===== config.mk =====
export PLATFORM = sky130hd
export DESIGN_NAME = ram_bist_ctrl
export DESIGN_NICKNAME = d
export VERILOG_FILES = /design/src/rtl/ram_bist_pkg.sv /design/src/rtl/ram_bist_checker.sv /design/src/rtl/ram_bist_ctrl.sv
export SDC_FILE = /design/constraint.sdc
export NUM_CORES = 1
export LEC_CHECK = 0
export CAP_MARGIN = 15
export CORE_MARGIN = 2
export CORE_UTILIZATION = 29
export CTS_CLUSTER_SIZE = 8
export DETAILED_ROUTE_END_ITERATION = 8
export GPL_ROUTABILITY_DRIVEN = 0
export SLEW_MARGIN = 20
export SYNTH_ARGS = -nofsm -noshare
export SYNTH_HDL_FRONTEND = slang
export SYNTH_SLANG_ARGS = --single-unit

===== constraint.sdc =====
create_clock -name clk -period 2 [get_ports clk]
set_clock_uncertainty 0.2 [all_clocks]
set_input_delay 0.2 -clock clk [delete_from_list [all_inputs] [get_ports clk]]
set_output_delay 0.2 -clock clk [all_outputs]
set_load 0.01 [all_outputs]

===== src/rtl/ram_bist_pkg.sv =====
// Shared types and helpers for the RAM fill-then-readback self-test controller.
// The pattern generator is used both for write data and for expected read data.
package ram_bist_pkg;

    typedef enum logic [2:0] {
        ST_IDLE,
        ST_FILL,
        ST_READ,
        ST_DRAIN,
        ST_DONE
    } bist_state_t;

    // Largest RAM read latency the checker pipeline can absorb.
    localparam int unsigned MAX_READ_LAT = 1;

    // pattern(k) = (2*k + seed) mod 2**dw, computed wide and then masked.
    function automatic logic [31:0] pattern(
        input logic [31:0] k,
        input logic [31:0] seed,
        input int unsigned dw
    );
        logic [63:0] sum;
        logic [63:0] mask;
        sum  = {31'b0, k, 1'b0} + {32'b0, seed};
        mask = (dw >= 64) ? '1 : ((64'd1 << dw) - 64'd1);
        return 32'(sum & mask);
    endfunction

endpackage


===== src/rtl/ram_bist_checker.sv =====
// Expected-data pipeline and read comparator for the RAM self-test.
// Counts mismatches with saturation and captures details of the first one.
module ram_bist_checker
    import ram_bist_pkg::*;
#(
    parameter int unsigned AW       = 10,
    parameter int unsigned DW       = 8,
    parameter int unsigned CW       = AW + 1,
    parameter int unsigned READ_LAT = 0
) (
    input  logic          clk,
    input  logic          rst,
    input  logic          clear,
    input  logic          in_valid,
    input  logic [AW-1:0] in_addr,
    input  logic [DW-1:0] in_exp,
    input  logic [DW-1:0] rdata,
    output logic [CW-1:0] err_count,
    output logic [AW-1:0] fail_addr,
    output logic [DW-1:0] fail_exp,
    output logic [DW-1:0] fail_got
);

    logic          cmp_valid;
    logic [AW-1:0] cmp_addr;
    logic [DW-1:0] cmp_exp;
    logic          mismatch;

    if (READ_LAT == 0) begin : g_comb_read
        assign cmp_valid = in_valid;
        assign cmp_addr  = in_addr;
        assign cmp_exp   = in_exp;
    end else begin : g_reg_read
        // Expected value and address wait one cycle for registered RAM data.
        logic          pipe_valid;
        logic [AW-1:0] pipe_addr;
        logic [DW-1:0] pipe_exp;

        always_ff @(posedge clk) begin
            if (rst || clear) begin
                pipe_valid <= 1'b0;
                pipe_addr  <= '0;
                pipe_exp   <= '0;
            end else begin
                pipe_valid <= in_valid;
                pipe_addr  <= in_addr;
                pipe_exp   <= in_exp;
            end
        end

        assign cmp_valid = pipe_valid;
        assign cmp_addr  = pipe_addr;
        assign cmp_exp   = pipe_exp;
    end

    assign mismatch = cmp_valid && (rdata != cmp_exp);

    always_ff @(posedge clk) begin
        if (rst || clear) begin
            err_count <= '0;
            fail_addr <= '0;
            fail_exp  <= '0;
            fail_got  <= '0;
        end else if (mismatch) begin
            if (err_count != '1) begin
                err_count <= err_count + 1'b1;
            end
            // A saturated count never returns to zero, so this is first-only.
            if (err_count == '0) begin
                fail_addr <= cmp_addr;
                fail_exp  <= cmp_exp;
                fail_got  <= rdata;
            end
        end
    end

endmodule


===== src/rtl/ram_bist_ctrl.sv =====
// Fill-then-readback self-test initiator for a single-port RAM.
// Owns the sequencing FSM and address counter; comparison lives in ram_bist_checker.
module ram_bist_ctrl
    import ram_bist_pkg::*;
#(
    parameter int unsigned AW       = 10,
    parameter int unsigned DW       = 8,
    parameter int unsigned SEED     = 0,
    parameter int unsigned READ_LAT = 0,
    parameter int unsigned CW       = AW + 1
) (
    input  logic          clk,
    input  logic          rst,
    input  logic          start,
    output logic          busy,
    output logic          done,
    output logic          pass,
    output logic [CW-1:0] err_count,
    output logic [AW-1:0] fail_addr,
    output logic [DW-1:0] fail_exp,
    output logic [DW-1:0] fail_got,
    output logic [AW-1:0] mem_addr,
    output logic [DW-1:0] mem_wdata,
    output logic          mem_write,
    output logic          mem_select,
    input  logic [DW-1:0] mem_rdata
);

    if (READ_LAT > MAX_READ_LAT) begin : g_read_lat_check
        $error("ram_bist_ctrl: READ_LAT must be 0 or 1");
    end

    localparam logic [AW-1:0] LAST_ADDR = '1;

    bist_state_t   state_q, state_d;
    logic [AW-1:0] addr_q, addr_d;
    logic [AW-1:0] addr_inc;
    logic          accept;
    logic          last_beat;

    logic [AW-1:0] mem_addr_d;
    logic [DW-1:0] mem_wdata_d;
    logic          mem_write_d;
    logic          mem_select_d;

    logic          chk_valid;
    logic [DW-1:0] chk_exp;

    assign addr_inc  = addr_q + 1'b1;
    assign last_beat = (addr_q == LAST_ADDR);
    assign chk_exp   = DW'(pattern(32'(addr_q), 32'(SEED), DW));

    // Bus values are computed for the next cycle so every mem_* output is a flop.
    always_comb begin
        state_d      = state_q;
        addr_d       = addr_q;
        accept       = 1'b0;
        chk_valid    = 1'b0;
        mem_addr_d   = '0;
        mem_wdata_d  = '0;
        mem_write_d  = 1'b0;
        mem_select_d = 1'b0;

        case (state_q)
            ST_IDLE, ST_DONE: begin
                if (start) begin
                    accept       = 1'b1;
                    state_d      = ST_FILL;
                    addr_d       = '0;
                    mem_wdata_d  = DW'(pattern(32'd0, 32'(SEED), DW));
                    mem_write_d  = 1'b1;
                    mem_select_d = 1'b1;
                end
            end
            ST_FILL: begin
                mem_select_d = 1'b1;
                if (last_beat) begin
                    state_d = ST_READ;
                    addr_d  = '0;
                end else begin
                    addr_d      = addr_inc;
                    mem_addr_d  = addr_inc;
                    mem_wdata_d = DW'(pattern(32'(addr_inc), 32'(SEED), DW));
                    mem_write_d = 1'b1;
                end
            end
            ST_READ: begin
                chk_valid = 1'b1;
                if (last_beat) begin
                    state_d = (READ_LAT != 0) ? ST_DRAIN : ST_DONE;
                    addr_d  = '0;
                end else begin
                    addr_d       = addr_inc;
                    mem_addr_d   = addr_inc;
                    mem_select_d = 1'b1;
                end
            end
            ST_DRAIN: begin
                state_d = ST_DONE;
            end
            default: begin
                state_d = ST_IDLE;
            end
        endcase
    end

    always_ff @(posedge clk) begin
        if (rst) begin
            state_q    <= ST_IDLE;
            addr_q     <= '0;
            mem_addr   <= '0;
            mem_wdata  <= '0;
            mem_write  <= 1'b0;
            mem_select <= 1'b0;
        end else begin
            state_q    <= state_d;
            addr_q     <= addr_d;
            mem_addr   <= mem_addr_d;
            mem_wdata  <= mem_wdata_d;
            mem_write  <= mem_write_d;
            mem_select <= mem_select_d;
        end
    end

    assign busy = (state_q == ST_FILL) || (state_q == ST_READ) || (state_q == ST_DRAIN);
    assign done = (state_q == ST_DONE);
    assign pass = done && (err_count == '0);

    ram_bist_checker #(
        .AW      (AW),
        .DW      (DW),
        .CW      (CW),
        .READ_LAT(READ_LAT)
    ) u_checker (
        .clk      (clk),
        .rst      (rst),
        .clear    (accept),
        .in_valid (chk_valid),
        .in_addr  (addr_q),
        .in_exp   (chk_exp),
        .rdata    (mem_rdata),
        .err_count(err_count),
        .fail_addr(fail_addr),
        .fail_exp (fail_exp),
        .fail_got (fail_got)
    );

endmodule


Word level (Yosys, flattened, before mapping)
Cells that the tools add are included.

Bits of input ports: 11. Logic and storage cells: 55. Register bits: 69.

Equal/unequal tests: 10. Reduce and logical (&&, ||, !) cells: 17. Add/sub/neg operators: 2. Mux-type cells: 13. Bitwise logic cells: 2.

Operator list (number): $mux W10 (2); $pmux W10 S2 (1); $pmux W3 S4 (1); $add A11 B1 Y11 const B (1); $logic_not A11 Y1 (1); $ne A11 B11 Y1 const B (1); $add A10 B1 Y10 const B (1); $eq A10 B10 Y1 const B (1); $mux W3 (3); $ne A8 B8 Y1 (1); $reduce_or A2 Y1 (4); $eq A3 B2 Y1 const B (2); $ne A2 B2 Y1 const B (3); $reduce_and A2 Y1 (3); $mux W1 (4); $eq A3 B1 Y1 const B (1); $eq A3 B3 Y1 const B (1); $logic_not A3 Y1 (1); $logic_or A1 B1 Y1 (3); $pmux W1 S3 (1); $reduce_and A3 Y1 (1); $reduce_or A3 Y1 (1); $logic_and A1 B1 Y1 (2); $not A1 Y1 (2); 2 further kinds (2).

Depth between registers and ports, before layout
Depth in word-level cells: 4. Mapped depth: 8. Gate-level depth less buffers: 6.

Cells and area by module
From an unflattened synthesis, not the netlist that was laid out.

Cells, all modules: 308. Area, all modules: 2930.3 um^2.

Modules (own cells, without submodules): ram_bist_checker (cells each 170, area each 1669.1 um^2, instances 1); ram_bist_ctrl (cells each 138, area each 1261.2 um^2, instances 1).

Worst setup path after synthesis
Ideal clock, no wire load.

Path kind: register to register. Start point: reg addr_q[1]. End point: reg addr_q[7]. Setup time: 0.057 ns. Data arrival time: 1.781 ns. Clock period less this slack: 2.039 ns. Buffers on the path: 2. Cell stages (with the launch flop): 9. Path slack: -0.039 ns. Required time: 1.743 ns. Path through: dfxtp_1 ha_1 and4_1 and3_1 buf_2 or2_1 buf_2 nor4_1 a21o_1.

Longest elaborated chain between the ends: 3. Elaborated cells between the ends (all ways): 4.

Ends and longest elaborated chain: start: declaration (RTL line ram_bist_ctrl.sv:36) `logic [AW-1:0] addr_q, addr_d;`; start signal: assignment (RTL line ram_bist_ctrl.sv:117) `addr_q <= addr_d;`; $add A10 B1 Y10 or $eq A10 B10 Y1 (tied branches) (RTL line ram_bist_ctrl.sv:49, ram_bist_ctrl.sv:50); $mux W10 * (RTL line ram_bist_ctrl.sv:77, ram_bist_ctrl.sv:89); $pmux W10 S2 * (RTL line ram_bist_ctrl.sv:64) `case (state_q)`.

Mark *: on every way between the ends. The rest lies on a longest branch, timed or not. A chain may end at the register's enable or synchronous reset.

Worst setup path after layout
Start point: reg u_checker.err_count[6]. End point: reg u_checker.fail_got[1].

Longest elaborated chain between the ends: 2.

Ends and longest elaborated chain: start: declaration (RTL line ram_bist_checker.sv:18) `output logic [CW-1:0] err_count,`; start signal: assignment (RTL line ram_bist_checker.sv:66) `err_count <= err_count + 1'b1;`; $logic_not A11 Y1 (RTL line ram_bist_checker.sv:69) `if (err_count == '0) begin`; $reduce_and A2 Y1 (no source line); end signal: assignment (RTL line ram_bist_checker.sv:72) `fail_got <= rdata;`; end: declaration (RTL line ram_bist_checker.sv:21) `output logic [DW-1:0] fail_got`.

No other way between the ends.

==> summary by stage <==
Timing
The minimum clock period is 2.01 ns. The final count of hold timing violations was 0. The post-route clock period utilization is 100%.

Across all setup checks in the final design, the least slack found is -0.00800 ns. The final count of negative-setup-slack endpoints is 2. The total count of max-transition violations in the final report came to 0.

For this run, the top clock speed supported by timing is 498 MHz. Setup repair after global routing could not meet its margin everywhere.

Route
The final routed wire length divided by cell count is 14.1 µm. The first-pass iteration count of the detailed router is 4. The routed layout has 2420 vias. The remaining routing DRC violations is 0.

The number of routed nets with antenna violations is 0. The first-iteration detailed-routing DRC count is 79. The final layout contains routed wiring with a total length of 7190 µm. After detailed routing, the number of vias per cell comes to 4.75.

Place
Detailed placement ended at an HPWL of 5100 µm. The number of placed instances, taps included is 486. The worst slack at placement is -0.258 ns.

The number of buffers inserted by port buffering is 68.

Synthesis
Summing the sequential cell areas from Yosys gives 45.7% of the chip area. Counting flops with a built-in enable in the synthesized netlist gives 0. Of all cell types, the one taking the most synthesized area is dfxtp_1. Synthesis handed over a netlist of 296 instances. Counting flops and latches in the post-synthesis netlist gives 61. By area the synthesized netlist is led by dfxtp_1 46%, nor2_1 7.6%, mux2i_1 6.7%. The count of unique library cells instantiated by Yosys is 48.

The predominant post-synthesis flop cell is dfxtp_1. The average instance in the mapped netlist occupies 9.02 µm². The area share of the largest cell type after synthesis is 45.7%. The count of yosys warnings during synthesis is 0. The mapped netlist covers 2670 µm². In the synthesized netlist the async set-or-reset flop fraction comes to 0%.

Worst setup path
The register-to-register setup slack is -0.008 ns. Along the worst path, the maximum fanout reaches 4. On the worst path, the slowest cell contributes a delay of 0.34 ns. The critical path data required time is 2.04 ns.

The worst setup path is captured at a flip-flop. The buffers plus inverters on the worst setup path is 3. On the critical path the largest part of the delay comes from simple AND/OR/NAND/NOR gates. For this design, the slowest cell found on the critical path is dfxtp_2. The nature of the critical path startpoint is a flip-flop. Data arrives at the worst endpoint at 2.05 ns. The type of the worst setup path is reg -> reg. The signal on the critical path passes through nor4_4 > nand4_1 > buf_4 > a211oi_4 > buf_6 > clkbuf_16 > mux2i_1 > nor2_1.

Clocking
In this run the number of H-tree levels came out at 3. The CTS tree is done. Clock-pin slew was measured on the worst setup and hold paths at 0.07 ns. The clock reaches the later pin of the worst-skew pair after 0.34 ns.

The hold-fix buffer count after cts is 0. The number of buffers inserted during clock tree synthesis is 9. The maximum buffer depth of the clock tree is 2.

The number of sinks on the clock net is 61. The root buffer cell chosen for the clock tree is clkbuf_8.

Global route
The overall global routing resource usage is 14.6%. The via count of the first global-routing pass came to 2400. The global routing met3 resource utilization is 3.41%. The global-route track usage on met1 is 17.6%.

The initial antenna violation count is 0. The first global-routing pass estimated 11300 µm of wire. The residual overflow from global routing is 0. The largest net degree at the start of global routing is 19. After global routing, the most crowded layer is met2. For this run, global-route usage on met2 was measured as 23.6%.

Floorplan
For this configuration, the core starts out at a cell density of 29.5%. The floorplan step defined a die boundary enclosing 9990 µm². The number of primary I/O pins is 71.

The core box area is 9060 µm². The number of core rows is 35. The die is 100 µm tall. The floorplan step set the die width to 100 µm.

Power and ir drop
The largest voltage drop on the vdd net is 286 µV. In this run the static leakage power is 1.51 nW. Overall power consumption after layout is estimated at 0.00239 W. In this run the power density over the cells is 591 nW/µm².

Final layout
The share of cells above drive strength 1 is 25.9%. The number of antenna diodes in the final layout is 0. After filler insertion, the fill cell instance count of the layout stands at 858. The final cell count without fillers is 509. At the end of the flow, the number of nets in the layout was 408.

Compared with the post-synthesis result, the final layout area differs by 51.5%. The sequential cells in the finished layout cover a total of 1240 µm². The total area of multi-input combinational cells is 1400 µm².

Run status
The checks that failed: setup timing. The flow ran to the end, but the final reports show violations.

Min path
The path class of the tightest hold or removal check is in -> reg.

Flow run
Max-cap violations in this run came to 0.
==> area by class of cell <==
cell class | count | share of cell area [%]
repair buffers | 113 | 26.2
inverters | 9 | 0.835
clock buffers | 10 | 3.40
well taps | 111 | 3.43
flip-flops and latches | 61 | 30.7
multi-input cells | 200 | 34.7
clock inverters | 5 | 0.680
==> layout by cell type, fill, tap and decap left out, drive strengths merged, types with 5 or more instances in the layout <==
cell	instances
buf	44
xnor2	6
inv	9
o21ai	7
nor4	5
nor2	54
a21oi	15
dfxtp	61
nand4	5
clkdlybuf4s50	63
xor2	11
mux2i	18
nand2	14
nand3	8
clkbuf	12
==> cells in the mapped netlist (4+ instances only) <==
library cell and n:
a21o_1 4, a21oi_1 15, and2_1 4, buf_2 7, buf_4 9, clkbuf_1 8
dfxtp_1 61, inv_1 9, mux2i_1 18, nand2_1 14, nand3_1 8, nand4_1 5
nor2_1 54, nor3_1 4, o21ai_0 7, or4_1 4, xnor2_1 6, xor2_1 11
==> layer usage <==
| layer | vias to the layer above | wire, µm |
|---|---|---|
| li1 | 1199 | - |
| met1 | 1130 | 3200 |
| met2 | 81 | 3440 |
| met3 | 10 | 386 |
| met4 | 0 | 168 |
| met5 | - | 0 |
==> flip-flops by register name, indices dropped and copies added, names as in the netlist <==
signal / count
addr_q: 10
u_checker.fail_got: 8
state_q: 3
u_checker.fail_addr: 10
u_checker.err_count: 11
mem_select: 1
mem_write: 1
mem_wdata: 7
mem_addr: 10
==> worst paths after layout <==
path / start / endpoint / depth (start not counted)
setup / recovery: u_checker.err_count[6]$_SDFFE_PP0P_ / u_checker.fail_got[1]$_SDFFE_PP0P_ / 8
hold reg to reg: u_checker.fail_addr[8]$_SDFFE_PP0P_ / u_checker.fail_addr[8]$_SDFFE_PP0P_ / 2
setup reg to reg: u_checker.err_count[6]$_SDFFE_PP0P_ / u_checker.fail_got[1]$_SDFFE_PP0P_ / 8
hold / removal: mem_rdata[3] / u_checker.fail_got[3]$_SDFFE_PP0P_ / 3
==> stage by stage <==
| stage | utilization, % | setup TNS (ns) | cell area (µm²) | hold slack (ns) |
|---|---|---|---|---|
| after detailed placement | 40.1 | -6.01 | 3630 | 0.283 |
| after global placement | 40.1 | -5.44 | 3630 | 0.281 |
| after CTS | 42.8 | 0 | 3880 | 0.302 |
| final | 44.6 | -0.00924 | 4050 | 0.0218 |
| after global routing | 44.6 | -0.939 | 4050 | 0.0225 |
| after floorplan | - | 0 | 2680 | 0.147 |
==> cell families after synthesis <==
kind of cell               Yosys count  synth area share, %
AOI/OAI and AO/OA                   44                 10.7
and+or+nand+nor                    115                 21.7
adders and majority gates            3                 1.41
buffers and inverters               36                 7.50
muxes                               19                 7.17
DFF                                 61                 45.7
xor gates and xnor gates            17                 5.58
other                                1                0.140
==> worst register-to-register path: cells and delay by family (launching register included) <==
kind	cells	cell delay [ns]
and+or+nand+nor	3	0.51
buffers and inverters	3	0.47
DFF	1	0.34
AOI/OAI and AO/OA	1	0.20
muxes	1	0.18
==> power breakdown <==
| group | internal, W | switching (W) | leakage (nW) |
|---|---|---|---|
| logic | 0.0000970 | 0.000114 | 0.924 |
| registers | 0.00123 | 0.0000120 | 0.499 |
| clock network | 0.000466 | 0.000478 | 0.0877 |
==> what timing repair did <==
action / 4_1_cts / 5_1_grt
gates resized for setup: 9 / 41
hold endpoints to repair: 0 / 0
gates cloned: 1 / 1
pin swaps: 3 / 11
setup buffers: 5 / 2
endpoints found under the setup margin: 29 / 34
Note: power is estimated with default switching activity, not from simulation.
